## src/rtl/mips_alu_muldiv.sv

```systemverilog
// MIPS EX-stage ALU: single-cycle logic/arith ops plus an iterative 1-bit/cycle
// multiply/divide unit that owns the architectural HI/LO registers.
module mips_alu_muldiv #(
  parameter int WIDTH = 32
) (
  input  logic             clk,
  input  logic             reset,
  input  logic             in_valid,
  output logic             in_ready,
  input  logic [3:0]       ALU_Control,
  input  logic [WIDTH-1:0] Read_data1,
  input  logic [WIDTH-1:0] Read_data2,
  output logic             out_valid,
  output logic [WIDTH-1:0] ALUresult,
  output logic             div_zero,
  output logic [WIDTH-1:0] hi,
  output logic [WIDTH-1:0] lo
);

  localparam int CW = (WIDTH > 1) ? $clog2(WIDTH) : 1;

  localparam logic [3:0] OP_AND  = 4'b0000;
  localparam logic [3:0] OP_OR   = 4'b0001;
  localparam logic [3:0] OP_ADD  = 4'b0010;
  localparam logic [3:0] OP_SUB  = 4'b0110;
  localparam logic [3:0] OP_SLT  = 4'b0111;
  localparam logic [3:0] OP_NOR  = 4'b1100;
  localparam logic [3:0] OP_MFHI = 4'b1101;
  localparam logic [3:0] OP_MFLO = 4'b1110;

  typedef enum logic [1:0] {IDLE, ITER, FIXUP, DONE} state_e;

  state_e           state;
  logic [CW-1:0]    cnt;
  logic             op_div;
  logic             neg_q;
  logic             neg_r;
  logic [WIDTH-1:0] work_hi;
  logic [WIDTH-1:0] work_lo;
  logic [WIDTH-1:0] operand_mag;

  // 1000..1011 are MULT/MULTU/DIV/DIVU; bit 1 selects divide, bit 0 unsigned.
  logic is_muldiv, is_div, is_signed, div_by_zero;
  logic sign_a, sign_b;
  logic [WIDTH-1:0] mag_a, mag_b;

  assign is_muldiv   = (ALU_Control[3:2] == 2'b10);
  assign is_div      = is_muldiv && ALU_Control[1];
  assign is_signed   = !ALU_Control[0];
  assign div_by_zero = is_div && (Read_data2 == '0);
  assign sign_a      = is_signed && Read_data1[WIDTH-1];
  assign sign_b      = is_signed && Read_data2[WIDTH-1];
  assign mag_a       = sign_a ? -Read_data1 : Read_data1;
  assign mag_b       = sign_b ? -Read_data2 : Read_data2;

  assign in_ready  = (state == IDLE);
  assign out_valid = (state == DONE);

  logic [WIDTH-1:0] single_result;

  // NOTE: every variable assigned in always_comb gets a default first so no path can infer a latch.
  always_comb begin
    single_result = '0;
    case (ALU_Control)
      OP_AND:  single_result = Read_data1 & Read_data2;
      OP_OR:   single_result = Read_data1 | Read_data2;
      OP_ADD:  single_result = Read_data1 + Read_data2;
      OP_SUB:  single_result = Read_data1 - Read_data2;
      OP_SLT:  single_result = {{(WIDTH-1){1'b0}}, ($signed(Read_data1) < $signed(Read_data2))};
      OP_NOR:  single_result = ~(Read_data1 | Read_data2);
      OP_MFHI: single_result = hi;
      OP_MFLO: single_result = lo;
      default: single_result = '0;
    endcase
  end

  // Multiply: shift-add with the multiplier in work_lo. Divide: restoring, the
  // dividend shifts out of work_lo into the remainder while quotient bits shift in.
  logic [WIDTH:0] mul_sum, div_shift, div_diff;
  assign mul_sum   = {1'b0, work_hi} + (work_lo[0] ? {1'b0, operand_mag} : '0);
  assign div_shift = {work_hi, work_lo[WIDTH-1]};
  assign div_diff  = div_shift - {1'b0, operand_mag};

  logic [2*WIDTH-1:0] prod_neg;
  logic [WIDTH-1:0]   fix_hi, fix_lo;
  assign prod_neg = -{work_hi, work_lo};

  always_comb begin
    fix_hi = work_hi;
    fix_lo = work_lo;
    if (op_div) begin
      if (neg_q) fix_lo = -work_lo;
      if (neg_r) fix_hi = -work_hi;
    end else if (neg_q) begin
      {fix_hi, fix_lo} = prod_neg;
    end
  end

  // NOTE: sequential state uses non-blocking assignments only, so every register samples pre-edge values.
  always_ff @(posedge clk) begin
    if (reset) begin
      state       <= IDLE;
      cnt         <= '0;
      op_div      <= 1'b0;
      neg_q       <= 1'b0;
      neg_r       <= 1'b0;
      work_hi     <= '0;
      work_lo     <= '0;
      operand_mag <= '0;
      ALUresult   <= '0;
      div_zero    <= 1'b0;
      hi          <= '0;
      lo          <= '0;
    end else begin
      case (state)
        IDLE: begin
          if (in_valid) begin
            if (div_by_zero) begin
              hi        <= Read_data1;
              lo        <= '1;
              ALUresult <= '1;
              div_zero  <= 1'b1;
              state     <= DONE;
            end else if (is_muldiv) begin
              op_div      <= is_div;
              neg_q       <= sign_a ^ sign_b;
              neg_r       <= sign_a;
              work_hi     <= '0;
              work_lo     <= is_div ? mag_a : mag_b;
              operand_mag <= is_div ? mag_b : mag_a;
              cnt         <= '0;
              state       <= ITER;
            end else begin
              ALUresult <= single_result;
              div_zero  <= 1'b0;
              state     <= DONE;
            end
          end
        end
        ITER: begin
          if (op_div) begin
            if (!div_diff[WIDTH]) begin
              work_hi <= div_diff[WIDTH-1:0];
              work_lo <= {work_lo[WIDTH-2:0], 1'b1};
            end else begin
              work_hi <= div_shift[WIDTH-1:0];
              work_lo <= {work_lo[WIDTH-2:0], 1'b0};
            end
          end else begin
            {work_hi, work_lo} <= {mul_sum, work_lo[WIDTH-1:1]};
          end
          cnt <= cnt + 1'b1;
          if (cnt == CW'(WIDTH-1)) state <= FIXUP;
        end
        FIXUP: begin
          hi        <= fix_hi;
          lo        <= fix_lo;
          ALUresult <= fix_lo;
          div_zero  <= 1'b0;
          state     <= DONE;
        end
        default: state <= IDLE;
      endcase
    end
  end

endmodule

```

## config.mk

```make
export PLATFORM = sky130hd
export DESIGN_NAME = mips_alu_muldiv
export DESIGN_NICKNAME = d
export VERILOG_FILES = /design/src/rtl/mips_alu_muldiv.sv
export SDC_FILE = /design/constraint.sdc
export NUM_CORES = 1
export LEC_CHECK = 0
export BUFFER_PORTS_ARGS = -buffer_cell sky130_fd_sc_hd__buf_4
export CAP_MARGIN = 40
export CORE_ASPECT_RATIO = 0.7
export CORE_MARGIN = 2
export CORE_UTILIZATION = 42
export DETAILED_ROUTE_END_ITERATION = 8
export HOLD_SLACK_MARGIN = 0.02
export PLACE_DENSITY = 0.57
export SYNTH_ARGS = -nofsm -noshare
export SYNTH_HDL_FRONTEND = slang
export SYNTH_SLANG_ARGS = --single-unit
export TNS_END_PERCENT = 20
```

## constraint.sdc

```tcl
create_clock -name clk -period 5.58 [get_ports clk]
set_clock_uncertainty 0.15 [all_clocks]
set_input_delay 1.395 -clock clk [delete_from_list [all_inputs] [get_ports clk]]
set_output_delay 1.395 -clock clk [all_outputs]
set_load 0.01 [all_outputs]
```

* After elaboration in Yosys (flattened, before gate mapping)
Index checks and enable logic that the tools add are counted.
** Cells by class
- Bitwise operators :: 5
- Equal/unequal tests :: 18
- Add/subtract/negate cells :: 10
- Mux-type cells :: 47
- $lt $le $gt $ge :: 1
- Reductions and logical operators :: 15
** Operator list (count)
- 2-to-1 mux 32 bit :: 27
- case mux 32 bit (2 select lines) :: 5
- case mux 32 bit (8 select lines) :: 1
- negation 32 bit :: 4
- negation 64 bit :: 1
- adder 32 x 32 -> 33 bit :: 1
- subtractor 33 x 32 -> 33 bit :: 1
- adder 32 bit :: 1
- AND 32 bit :: 1
- logical NOT 32 bit :: 1
- < comparator 32 bit :: 1
- NOT 32 bit :: 1
- bitwise OR 32 bit :: 1
- subtractor 32 bit :: 1
- 2-to-1 mux 5 bit :: 3
- == test 4 bit, second input constant :: 3
- case mux 5 bit (2 select lines) :: 1
- == test 4 x 3 -> 1 bit, second input constant :: 2
- 2-to-1 mux 2 bit :: 4
- AND reduction 4 bit :: 2
- == test 2 bit, second input constant :: 3
- != test 2 bit, second input constant :: 3
- case mux 2 bit (3 select lines) :: 1
- AND reduction 3 bit :: 2
- 17 further kinds :: 25
** Word-level totals
- Bits in registers :: 203
- Input bits :: 71
- Output and inout port bits :: 99

* Longest topological paths before layout
- Word-level depth :: 8
- Depth in mapped cells :: 17
- Depth with buffers taken out :: 14

* Worst setup path before layout
Ideal clock, no wire load.
- Path type :: input port to flip-flop
- Start point :: input port Read_data1[0]
- End point :: register ALUresult[22]
- Setup slack :: 1365 ps
- Library setup time :: 122 ps
- Stages :: 13
- Arrival :: 3943 ps
- Path through :: inv_1 -> ha_1 -> fa_1 -> o21bai_1 -> a2111oi_2 -> nor3b_1 -> a21oi_1 -> a31oi_1 -> a41oi_1 -> a211o_1 -> a221o_1 -> o21ai_0 -> a21oi_1
** Between the ends
- Cells in the longest elaborated chain, start to end :: 6
- Elaborated cells on any way between the ends :: 7
- Classes of those cells :: 2 x add/sub; 5 x mux
** RTL lines
- start: declaration :: line 11 : input logic [WIDTH-1:0] Read_data1,
- subtractor 32 bit / adder 32 bit (equally long branches) :: line 68, 67
- case mux 32 bit (8 select lines) (*) :: line 64 : case (ALU_Control)
- 2-to-1 mux 32 bit (*) :: line 124 : end else if (is_muldiv) begin
- 2-to-1 mux 32 bit (*) :: line 118 : if (div_by_zero) begin
- 2-to-1 mux 32 bit (*) :: line 117 : if (in_valid) begin
- case mux 32 bit (2 select lines) (*) :: line 115 : case (state)
- end signal: assignment :: line 134 : ALUresult <= single_result;
- end signal: assignment :: line 158 : ALUresult <= fix_lo;
- end: declaration :: line 14 : output logic [WIDTH-1:0] ALUresult,
Mark *: on every way between the ends. The rest lies on a longest branch, timed or not. The select of a mux whose other input is x is not followed.
A chain may end at the register's enable or synchronous reset.

* Final worst setup path
- Start point :: input port Read_data2[3]
- End point :: register ALUresult[21]
** Between the ends
- Cells in the longest elaborated chain, start to end :: 6
- Elaborated cells on any way between the ends :: 11
- Classes of those cells :: 2 x add/sub; 1 x eq/ne; 5 x mux; 3 x reduce/logical
** RTL lines
- start: declaration :: line 12 : input logic [WIDTH-1:0] Read_data2,
- subtractor 32 bit / adder 32 bit (equally long branches) :: line 68, 67
- case mux 32 bit (8 select lines) :: line 64
- 2-to-1 mux 32 bit :: line 124
- 2-to-1 mux 32 bit :: line 118
- 2-to-1 mux 32 bit :: line 117
- case mux 32 bit (2 select lines) :: line 115
Several ways; a longest one is shown, not always the timed one. The select of a mux whose other input is x is not followed.

==> key figures <==
Logic synthesis
  – Most frequently used flop master after synthesis: sky130_fd_sc_hd__dfxtp_1
  – Post-synthesis cell type count: 96
  – Instance count of the mapped netlist: 2,950
  – Syn Std Cell Area: 21,220 sq um
  – Number of storage elements in the synthesis netlist: 203
  – Warning count from the yosys run: 0
  – Post-synth ARST share: 0
  – Post-synth top area share: 0.1915
  – Sequential cell area fraction in the yosys report: 0.1915
  – Ranking of synthesized cells by area: sky130_fd_sc_hd__dfxtp_1 19%, sky130_fd_sc_hd__ha_1 11%, sky130_fd_sc_hd__nor2_1 6.6%
  – Number of enable flip-flop cells after synthesis: 0
  – Average cell area after synthesis: 7.195 sq um
  – Most frequent cell after synthesis: sky130_fd_sc_hd__nor2_1
  – Cell taking the most area after synthesis: sky130_fd_sc_hd__dfxtp_1
  – Total nets after synthesis: 3,207
  – Top cells by count, synth: 373 x sky130_fd_sc_hd__nor2_1, 243 x sky130_fd_sc_hd__nand2_1, 236 x sky130_fd_sc_hd__a21oi_1, 203 x sky130_fd_sc_hd__dfxtp_1

Worst setup path
  – Highest net fanout along the worst path: 7
  – Kind of launch point of the worst setup path: primary input
  – CP startpoint: Read_data2[3]
  – Worst path arrival time: 5.25 ns
  – Worst flop-to-flop path startpoint: work_lo[0]
  – Cell type of the slowest stage on the worst timing path: sky130_fd_sc_hd__o2111ai_1
  – Worst setup EP type: flip-flop
  – Endpoint required time on the critical path: 5.92 ns
  – Cells traversed along the worst timing path: buf_4, inv_1, ha_1, nor2_1, o211ai_1, a211oi_1, o21ai_1, o21ai_0, a21boi_1, o221a_2, o2111ai_1, nand3_1, a21oi_1
  – Kind of critical path: in -> reg
  – Crit-path max cell delay: 0.58 ns

Routing
  – Initial drt markers: 4,053
  – WL/cell: 30.34 um
  – Final ANT Viol Nets: 0
  – Aggregate routed wire length: 113,500 um
  – Mean number of vias per cell: 6.606
  – DR DRC count: 0
  – Total vias in the final route: 24,707
  – Detailed Routing Iterations Pass 1: 6

Timing
  – Relative max-transition margin: 0.3067
  – Min Clock Period, post-route: 4.907 ns
  – Number of hold violations in the final report: 0
  – Highest clock rate: 203.8 MHz
  – RSZ-0062 raised after global routing: no
  – Slew Limit Fails: 0
  – Final cycle utilization of the critical path: 0.8794
  – Pin slew with the least headroom to its limit: 1.034 ns
  – Setup_tns: 0 ns
  – Endpoints failing setup: 0

Placement
  – Final GP Congestion: 1.059
  – Number of buffer cells added on primary ports: 169
  – HPWL after detailed placement: 90,750 um

Finish
  – Layout Area Growth over Synthesis: 15.23%
  – NumNets Final: 3,310
  – Number of fillers in the final layout: 5,019
  – Share of post-route cells with drive strength above 1: 0.1315

Clock tree
  – Number of buffers created by CTS: 25
  – CTS sink cnt: 203
  – TritonCTS clock tree: done
  – PostCTS Resize Cnt: 0
  – Clock input transition at the sequential cells of the worst setup and hold paths: 0.06 ns
  – CTS root buf: sky130_fd_sc_hd__clkbuf_16
  – Clock latency at the later pin of the worst-skew pair: 0.59 ns
  – Post-CTS setup buffer count: 0
  – H-tree depth reported by CTS: 1
  – Hold-fix buffer count after cts: 0
  – Buffer depth of the longest clock path: 3

Global routing
  – Congestion Overflow GR: 0
  – All-Layer GR Usage: 0.4204
  – Maximum number of pins on one net before global-route repair: 60
  – Antenna violations before repair: 8
  – Wire length of the first global-routing pass: 160,600 um
  – Number of global-route vias before repair: 21,953

Power and ir drop
  – Leak: 0.01000 uW
  – Internal power of the cells: 4421 uW
  – Sum of internal, switching and leakage power: 8541 uW
  – Sequential share of power: 0.256
  – Gate power share: 0.516
  – Clock network power share: 0.229
  – Net switching power: 4119 uW
  – Switching portion of total power: 0.4823
  – Worst supply voltage drop on vdd: 0.2876 mV
  – Pwr per Cell Area: 349.2 nW/um^2

Floorplanning
  – Ports placed on the boundary: 170
  – Area of the die: 52,380 sq um
  – Die outline width: 272.7 um
  – Placeable core area: 49,600 sq um
  – # rows: 68
  – Overall die height: 192.1 um
  – Initial Util: 0.4279

Hold path
  – Path class of the lowest-slack min-delay path: reg -> reg
  – Worst Hold Launch: ALUresult[17]

Job
  – Count of max-cap constraint violations: 0

Status
  – Outcome: finished clean
[registers in the layout, summed over array words and instances, names as in the netlist, 2 cells and up]
register	count
lo	32
operand_mag	32
work_hi	32
cnt	5
work_lo	32
hi	32
state	2
ALUresult	32
[cells in the final DEF (no fill, tap or decap), types with 25 or more instances in the layout]
cell type	instances
sky130_fd_sc_hd__a31oi_1	31
sky130_fd_sc_hd__a211oi_1	135
sky130_fd_sc_hd__xor2_1	66
sky130_fd_sc_hd__mux2i_1	60
sky130_fd_sc_hd__buf_4	261
sky130_fd_sc_hd__a21o_1	41
sky130_fd_sc_hd__o31ai_1	31
sky130_fd_sc_hd__a22oi_1	28
sky130_fd_sc_hd__a222oi_1	26
sky130_fd_sc_hd__nor2b_1	30
sky130_fd_sc_hd__nor2_1	367
sky130_fd_sc_hd__nand2_1	243
sky130_fd_sc_hd__a21oi_1	236
sky130_fd_sc_hd__ha_1	180
sky130_fd_sc_hd__inv_1	149
sky130_fd_sc_hd__xnor2_1	112
sky130_fd_sc_hd__dfxtp_1	202
sky130_fd_sc_hd__nor4_1	31
sky130_fd_sc_hd__nand3_1	62
sky130_fd_sc_hd__nand2b_1	26
sky130_fd_sc_hd__o21ai_0	182
sky130_fd_sc_hd__nor3_1	100
sky130_fd_sc_hd__clkbuf_16	25
[metrics by stage]
stage               worst slack [ns]    util  instances  area [sq um]  hold slack [ns]
floorplan                      1.365       -       2950         21220           0.2819
global placement              0.2823  0.4724       3683         23430           0.2904
detailed placement            0.3035  0.4735       3689         23490           0.2961
CTS                           0.8548  0.4926       3735         24440           0.3046
global route                  0.5000  0.4930       3740         24460           0.3228
finish                        0.6727  0.4930       3740         24460           0.3018
[per-layer routing]
metal  up-vias  global-route usage  wire length (um)
met5         -                   0                97
met4         6             0.08538              2739
met3       163              0.1633             17270
met2      1680              0.5453             42010
met1     11920              0.6348             51380
li1      10938                   -                 -
[power groups by stage]
| stage | combinational [uW] | clock (uW) | sequential (uW) |
|---|---|---|---|
| floorplan | 2460 | 0 | 2000 |
| global placement | 4160 | 0 | 2180 |
| detailed placement | 4190 | 0 | 2180 |
| CTS | 4210 | 1960 | 2150 |
| global route | 4630 | 2010 | 2190 |
| finish | 4400 | 1950 | 2180 |
[layout make-up]
class                   count  area, sq um  share of cell area
diodes                      3        7.507           0.0003070
clock buffers              32        701.9             0.02870
clock inverters            14        245.2             0.01003
inverters                 149        559.3             0.02287
multi-input cells        2398        15870              0.6490
flip-flops and latches    203         4065              0.1662
well taps                 665        832.0             0.03402
repair buffers            276         2173             0.08887
[worst paths after layout]
path	endpoint	slack (ns)	cells past startpoint
worst min-delay path	ALUresult[17]	0.30	2
worst min register to register	ALUresult[17]	0.30	2
worst max register to register	work_hi[31]	0.81	14
worst max-delay path	ALUresult[21]	0.67	13
[critical path, delay by kind of cell]
| family | cells | cell delay [ns] |
|---|---|---|
| AOI/OAI and AO/OA | 8 | 2.73 |
| and+or+nand+nor | 2 | 0.48 |
| adders and majority gates | 1 | 0.34 |
| buffers and inverters | 2 | 0.29 |
[logic make-up (layout without fill, tap and decap cells)]
family	count (synthesis)	after routing	share of synthesized area
and+or+nand+nor	1007	1007	0.2214
AOI/OAI and AO/OA	942	942	0.2960
other	0	3	0
xor gates and xnor gates	179	179	0.07422
adders and majority gates	186	186	0.1111
buffers and inverters	349	471	0.06485
DFF	203	203	0.1915
muxes	84	84	0.04103
Power figures use the tool's default switching activity.
